===== config.mk =====
export PLATFORM = sky130hd
export DESIGN_NAME = inst_buffer
export DESIGN_NICKNAME = d
export VERILOG_FILES = /design/src/rtl/core_pkg.sv /design/src/rtl/inst_buffer.sv
export SDC_FILE = /design/constraint.sdc
export NUM_CORES = 1
export LEC_CHECK = 0
export BUFFER_PORTS_ARGS = -buffer_cell sky130_fd_sc_hd__buf_2
export CORE_ASPECT_RATIO = 1.75
export CORE_MARGIN = 3
export CORE_UTILIZATION = 45
export CTS_CLUSTER_SIZE = 28
export DETAILED_ROUTE_END_ITERATION = 8
export HOLD_SLACK_MARGIN = 0.06
export SYNTH_ARGS = -nofsm -noshare
export SYNTH_HDL_FRONTEND = slang
export SYNTH_SLANG_ARGS = --single-unit

===== constraint.sdc =====
create_clock -name clk -period 25.5 [get_ports clk]
set_input_delay 3.825 -clock clk [delete_from_list [all_inputs] [get_ports clk]]
set_output_delay 3.825 -clock clk [all_outputs]
set_load 0.02 [all_outputs]

===== src/rtl/core_pkg.sv =====
// Shared front-end types: the instruction-buffer entry and its default sizing.
package core_pkg;

  localparam int IBUF_DEPTH   = 8;
  localparam int IBUF_PC_W    = 32;
  localparam int IBUF_INSTR_W = 32;

  typedef struct packed {
    logic [IBUF_PC_W-1:0]    pc;
    logic [IBUF_INSTR_W-1:0] instr;
  } ibuf_entry_t;

endpackage


===== src/rtl/inst_buffer.sv =====
// Fetch-to-decode decoupling FIFO: compacts up to FETCH_W lanes per cycle,
// presents up to DEC_W oldest entries, stalls fetch early, drops all on flush.
module inst_buffer
  import core_pkg::*;
#(
  parameter int FETCH_W = 2,
  parameter int DEC_W   = 2,
  parameter int DEPTH   = IBUF_DEPTH,
  parameter int PC_W    = IBUF_PC_W,     // must equal IBUF_PC_W (entry layout)
  parameter int INSTR_W = IBUF_INSTR_W   // must equal IBUF_INSTR_W (entry layout)
) (
  input  logic                              clk,
  input  logic                              reset,
  input  logic                              flush,
  input  logic [FETCH_W-1:0]                if_valid,
  input  logic [FETCH_W-1:0][PC_W-1:0]      if_pc,
  input  logic [FETCH_W-1:0][INSTR_W-1:0]   if_instr,
  output logic                              fetch_stall,
  output logic [DEC_W-1:0]                  dec_valid,
  output logic [DEC_W-1:0][PC_W-1:0]        dec_pc,
  output logic [DEC_W-1:0][INSTR_W-1:0]     dec_instr,
  input  logic                              dec_ready,
  output logic [$clog2(DEPTH+1)-1:0]        count,
  output logic                              overflow_err
);

  localparam int PTR_W  = $clog2(DEPTH);
  localparam int CNT_W  = $clog2(DEPTH+1);
  localparam int LANE_W = (FETCH_W > 1) ? $clog2(FETCH_W) : 1;
  localparam logic [CNT_W-1:0] DEPTH_C = CNT_W'(DEPTH);
  localparam logic [CNT_W-1:0] STALL_C = CNT_W'(2*FETCH_W);

  function automatic logic [CNT_W-1:0] popcnt_f(input logic [31:0] v);
    logic [CNT_W-1:0] n;
    n = '0;
    for (int i = 0; i < 32; i++) n = n + CNT_W'(v[i]);
    return n;
  endfunction

  // Slot j of the result names the fetch lane holding the j-th valid entry.
  function automatic logic [FETCH_W-1:0][LANE_W-1:0] compact_f(input logic [FETCH_W-1:0] v);
    logic [FETCH_W-1:0][LANE_W-1:0] sel;
    int k;
    sel = '0;
    k   = 0;
    for (int i = 0; i < FETCH_W; i++) begin
      if (v[i]) begin
        sel[k] = LANE_W'(i);
        k++;
      end
    end
    return sel;
  endfunction

  ibuf_entry_t mem_q [DEPTH];

  logic [PTR_W-1:0] head_q, head_d, tail_q, tail_d;
  logic [CNT_W-1:0] count_q, count_d;
  logic             overflow_q, overflow_d;

  logic [CNT_W-1:0] n_valid, n_enq, n_deq, space;
  logic             drop;
  logic [FETCH_W-1:0][LANE_W-1:0] sel;
  logic [FETCH_W-1:0]             wr_en;
  logic [FETCH_W-1:0][PTR_W-1:0]  wr_idx;
  ibuf_entry_t                    wr_data [FETCH_W];
  logic [DEC_W-1:0][PTR_W-1:0]    rd_idx;

  always_comb begin
    for (int i = 0; i < DEC_W; i++) begin
      dec_valid[i] = (count_q > CNT_W'(i));
      rd_idx[i]    = head_q + PTR_W'(i);
      dec_pc[i]    = mem_q[rd_idx[i]].pc;
      dec_instr[i] = mem_q[rd_idx[i]].instr;
    end
  end

  // Room is judged on the start-of-cycle count; same-cycle dequeues do not help.
  always_comb begin
    n_valid = popcnt_f(32'(if_valid));
    space   = DEPTH_C - count_q;
    drop    = (n_valid > space);
    n_enq   = drop ? space : n_valid;
    n_deq   = dec_ready ? popcnt_f(32'(dec_valid)) : '0;
    sel     = compact_f(if_valid);
    for (int j = 0; j < FETCH_W; j++) begin
      wr_en[j]         = (CNT_W'(j) < n_enq) && !flush && !reset;
      wr_idx[j]        = tail_q + PTR_W'(j);
      wr_data[j].pc    = if_pc[sel[j]];
      wr_data[j].instr = if_instr[sel[j]];
    end
    if (flush) begin
      head_d     = '0;
      tail_d     = '0;
      count_d    = '0;
      overflow_d = overflow_q;
    end else begin
      head_d     = head_q + PTR_W'(n_deq);
      tail_d     = tail_q + PTR_W'(n_enq);
      count_d    = count_q + n_enq - n_deq;
      overflow_d = overflow_q | drop;
    end
  end

  always_ff @(posedge clk) begin
    if (reset) begin
      head_q     <= '0;
      tail_q     <= '0;
      count_q    <= '0;
      overflow_q <= 1'b0;
    end else begin
      head_q     <= head_d;
      tail_q     <= tail_d;
      count_q    <= count_d;
      overflow_q <= overflow_d;
    end
  end

  always_ff @(posedge clk) begin
    for (int j = 0; j < FETCH_W; j++) begin
      if (wr_en[j]) mem_q[wr_idx[j]] <= wr_data[j];
    end
  end

  assign fetch_stall  = (DEPTH_C - count_q) < STALL_C;
  assign count        = count_q;
  assign overflow_err = overflow_q;

endmodule


# ---- Word-level counts from Yosys, hierarchy flattened
# Memories as Yosys holds them, arrays and structs flattened. A register that Yosys moved wholly into a read port is not among the register bits.
# Index checks and enable logic that the tools add are counted.
dict set report totals {
  reg_bits 11
  ram_bits 512
  inputBits 134
  out_inout_bits 136
  memories 1
}
# name words word_bits read_ports rd_clocked_by_memory_dff wr line_no
set memory_table {}
lappend memory_table {mem_q 8 64 2 1 2 inst_buffer.sv:55} ;# ibuf_entry_t mem_q [DEPTH];
dict set report op_classes {
  addsub 9
  n_lt_le_gt_ge 10
  muxes 19
  bitwise 1
  reduce_logical 8
}
# cell count
set ops {}
lappend ops {{$mux 32} 8}
lappend ops {{$ge 32x1->1 const B} 1}
lappend ops {{$lt 32x3->1 const B} 1}
lappend ops {{$gt 4x1->1 const B} 2}
lappend ops {{$lt 1x4->1 const A} 2}
lappend ops {{$add 3x1->3 const B} 2}
lappend ops {{$mux 1} 6}
lappend ops {{$logic_and 1x1->1} 5}
lappend ops {{$add 1x1->2} 2}
lappend ops {{$add 4x4->4} 1}
lappend ops {{$gt 2x4->1} 1}
lappend ops {{$lt 1x2->1 const B} 2}
lappend ops {{$lt 4x3->1 const B} 1}
lappend ops {{$mux 2} 2}
lappend ops {{$mux 4} 1}
lappend ops {{$sub 4x2->4} 1}
lappend ops {{$sub 4x4->4 const A} 1}
lappend ops {{$add 3x2->3} 1}
lappend ops {{$add 3x3->3} 1}
lappend ops {{$mux 3} 1}
lappend ops {{$logic_not 1->1} 2}
lappend ops {{$reduce_or 2->1} 1}
lappend ops {{$demux 1 s1} 1}
lappend ops {{$or 1x1->1} 1}

# ---- Depth between registers and ports, before layout
dict set report depth {
  word_depth 8
  ltp_mapped 15
  depth_no_buf 15
}

# ---- Worst setup path before layout
# No wires, ideal clock.
dict set report synth_timing {
  path_kind {in2reg}
  from {in if_valid[0]}
  to {mem mem_q[0][0] (netlist bit) (enable)}
  setup_ns 0.581
  t_arrival_ns 10.455
  setup_slack_ns 14.464
  path_stages 8
  cell_sequence {inv_1 ha_1 ha_1 or2_2 maj3_1 or2_2 o221a_2 o31ai_1}
}
# element line_no
set synth_lines {}
lappend synth_lines {{from (decl)} inst_buffer.sv:15} ;# input logic [FETCH_W-1:0] if_valid,
lappend synth_lines {{to (decl)} inst_buffer.sv:55}

==> qor.json <==
{
  "timing": {
    "timing.setup.tns_ps": 0,
    "max_clock_freq_ghz": 0.1219,
    "fin_crit_sh_pct": 32.16,
    "timing.final.max_slew_violations": 0,
    "hold_viol_final": 0,
    "tightest_slew_ps": 1145,
    "final-setup-viol-count": 0,
    "fin_crit_ps": 8202,
    "final.setup.worst_slack_ps": 17300,
    "slew_headroom_pct": 23.65,
    "unrepaired_setup_endpoints_after_global_routing": "no",
    "finalClockSkew_ps": 30.71
  },
  "clock_tree": {
    "cts-buffers-inserted": 50,
    "clock-root-buffer": "sky130_fd_sc_hd__clkbuf_16",
    "cts_max_path_buffers": 3,
    "cts_htree_levels": 2,
    "post_cts.repair.setup_buffers": 0,
    "cts_repair_resize_count": 0,
    "worst_skew_pair.late_latency_ps": 610,
    "clock_sink_count": 523,
    "clk_transition_reported_paths_ps": 70,
    "cts.hold.buffers_added": 0,
    "tritoncts_clock_tree": "yes"
  },
  "cells_and_area": {
    "fill_cells": 5965,
    "nNetsFinal": 2685,
    "area_added_between_synthesis_and_finish_pct": 10.90,
    "mostFrequentLayoutCells": "sky130_fd_sc_hd__nor2_1, sky130_fd_sc_hd__a21oi_1, sky130_fd_sc_hd__edfxtp_1",
    "finalCoreUtilization_pct": 50.48,
    "sequential_cell_area_um2": 15610,
    "layout.cells.most_common": "sky130_fd_sc_hd__nor2_1",
    "finish.cell_count_without_fillers": 3470,
    "multi_input_area_um2": 14120,
    "post_route_cells_drive_above_1_share_pct": 30.74
  },
  "grt": {
    "grt_overflow_total": 0,
    "vias_in_the_first_global_route": 22380,
    "grt_util_all_layers_pct": 25.62,
    "grt_pass1_wl_um": 138000,
    "grt_start_max_net_pins": 138,
    "initial_antenna_violation_count": 6
  },
  "floorplanning": {
    "core.rowCount": 126,
    "die_x_um": 203.5,
    "floorplan.initialDensity_pct": 45.52,
    "coreArea_um2": 67470,
    "io_pins": 270,
    "die_footprint_um2": 71550,
    "die_extent_in_y_um": 351.6
  },
  "route": {
    "route.detailed.drc": 0,
    "drt-wirelength-per-cell_um": 26.77,
    "route.antenna.remaining_nets": 0,
    "drt_first_pass_iters": 6,
    "iteration_0_drc_markers": 1825,
    "dr_total_vias": 21533,
    "drt-vias-per-instance": 6.205,
    "routed_wl_um": 92900
  },
  "pwr": {
    "power_per_cell_area_nw_per_um2": 76.94,
    "power.static_leakage_nw": 11.35,
    "vdd_ir_drop_max_uv": 53.52
  },
  "critical_path": {
    "largest_fanout_on_the_critical_path": 61,
    "required_ps": 21670,
    "rr_startpoint": "count[0]",
    "cell_by_cell_listing_of_the_critical_path": "ha_4 > xor2_4 > buf_4 > mux2_2 > buf_2",
    "worstSetupPathType": "flip-flop to primary output",
    "timing.rr.end": "mem_q[4][62]",
    "worst-endpoint-arrival_ps": 4380,
    "cp_slowest_stage_delay_ps": 1060,
    "cp.depth": 5,
    "critPathLaunch": "head_q[0]",
    "endpoint_kind": "primary output",
    "crit_end": "dec_instr[63]",
    "cp_num_buf_inv": 2,
    "worst_setup_path_start_kind": "flip-flop",
    "crit_slowest_cell": "sky130_fd_sc_hd__dfxtp_4",
    "timing.reg2reg.setup_slack_ps": 20850,
    "cpLargestDelayFamily": "buffers and inverters",
    "reg2regPathDepth": 7
  },
  "placement": {
    "dp.final_hpwl_um": 54770,
    "place_inst": 3375,
    "post-place-ws_ps": 17460,
    "gp_routability_congestion": 0.7719,
    "port_buffers": 269
  },
  "yosys": {
    "synth_cells": 2374,
    "postSynthRegisterBits": 523,
    "synth_enable_flop_cells": 512,
    "syn-cell-area_um2": 30720,
    "yosys_warnings": 0,
    "avgSynthCellArea_um2": 12.94,
    "postSynthNetCount": 2528,
    "postSynth.asyncResetShare_pct": 0,
    "synth.distinct_cells": 42,
    "synth_sequential_area_ratio_pct": 50.77,
    "synth_flop_cell": "sky130_fd_sc_hd__edfxtp_1"
  },
  "flow_run": {
    "maxCapViolations": 0
  },
  "status": {
    "outcome": "finished clean"
  },
  "hold_path": {
    "hold_class": "flip-flop to flip-flop"
  }
}
## synthesized netlist by cell type (2+ instances only)
master,number,area (µm²)
sky130_fd_sc_hd__o31ai_1,2,15.01
sky130_fd_sc_hd__or2_2,3,18.77
sky130_fd_sc_hd__a21oi_1,513,2567
sky130_fd_sc_hd__or3_1,2,12.51
sky130_fd_sc_hd__nand2_1,5,18.77
sky130_fd_sc_hd__xnor2_1,5,43.79
sky130_fd_sc_hd__fa_1,4,80.08
sky130_fd_sc_hd__o2111ai_4,3,78.83
sky130_fd_sc_hd__ha_1,16,200.2
sky130_fd_sc_hd__a21bo_2,2,20.02
sky130_fd_sc_hd__and2_1,7,43.79
sky130_fd_sc_hd__buf_6,40,450.4
sky130_fd_sc_hd__mux4_2,256,5766
sky130_fd_sc_hd__mux2i_1,64,640.6
sky130_fd_sc_hd__mux2_1,61,686.9
sky130_fd_sc_hd__buf_1,13,48.80
sky130_fd_sc_hd__mux2_2,131,1475
sky130_fd_sc_hd__o21ai_0,8,40.04
sky130_fd_sc_hd__xor2_1,3,26.28
sky130_fd_sc_hd__o2111ai_1,5,43.79
sky130_fd_sc_hd__buf_2,85,425.4
sky130_fd_sc_hd__inv_1,16,60.06
sky130_fd_sc_hd__edfxtp_1,512,15370
sky130_fd_sc_hd__dfxtp_1,11,220.2
sky130_fd_sc_hd__clkbuf_1,61,229.0
sky130_fd_sc_hd__nor2_1,530,1989
## kinds of logic after synthesis
group / synth area share [%]
simple gates: 6.868
buf+inv: 4.000
mux: 27.90
flops: 50.77
other cells: 0.01221
fa+ha+maj: 0.9451
xor+xnor: 0.2281
compound gates: 9.279
## final cells by class
class | count | share of cell area (%)
diodes | 4 | 0.02939
flip-flops and latches | 523 | 45.82
inverters | 16 | 0.1763
clock buffers | 68 | 3.960
repair buffers | 306 | 4.841
clock inverters | 23 | 0.4371
multi-input cells | 1634 | 41.45
well taps | 896 | 3.291
## power by group
part	switching, mW	internal, mW
logic	0.495	0.388
clock network	0.334	0.381
registers	0.0320	0.990
## routing by layer
metal  share of wire [%]  global-route usage (%)  vias up
li1                    -                       -     9455
met1                  37                   30.73    10943
met2                  53                   46.64      938
met3                 6.9                   4.008      193
met4                 3.4                   9.251        4
met5               0.026                       0        -
## how the worst min path moves through the flow
stage,slack [ps],cells past startpoint,end,startpoint
5_1_grt,560,2,overflow_err,overflow_err
3_5_place_dp,470,2,overflow_err,overflow_err
2_1_floorplan,550,2,overflow_err,overflow_err
3_3_place_gp,460,2,overflow_err,overflow_err
6_report,480,2,overflow_err,overflow_err
4_1_cts,490,2,overflow_err,overflow_err
## worst register-to-register path: stages (launching register included)
cell and delay, ps:
sky130_fd_sc_hd__dfxtp_1 570, sky130_fd_sc_hd__inv_1 130, sky130_fd_sc_hd__ha_1 670, sky130_fd_sc_hd__maj3_1 560, sky130_fd_sc_hd__or2_2 350, sky130_fd_sc_hd__o221a_2 370, sky130_fd_sc_hd__o21ai_4 690, sky130_fd_sc_hd__buf_4 890
## metrics by stage
| stage | total power [mW] | hold slack (ps) | cell area, µm² |
|---|---|---|---|
| after detailed placement | 1.932 | 471.4 | 32560 |
| after floorplan | 1.666 | 552.9 | 30720 |
| after CTS | 2.643 | 487.4 | 34050 |
| after global routing | 2.732 | 561.2 | 34050 |
| after global placement | 1.916 | 457.9 | 32560 |
| final | 2.621 | 478.2 | 34060 |
## registers in the layout, indices dropped and copies added, names as in the netlist
register,count
tail_q,3
count,4
mem_q,512
overflow_err,1
head_q,3
(Power assumes the default switching activity.)
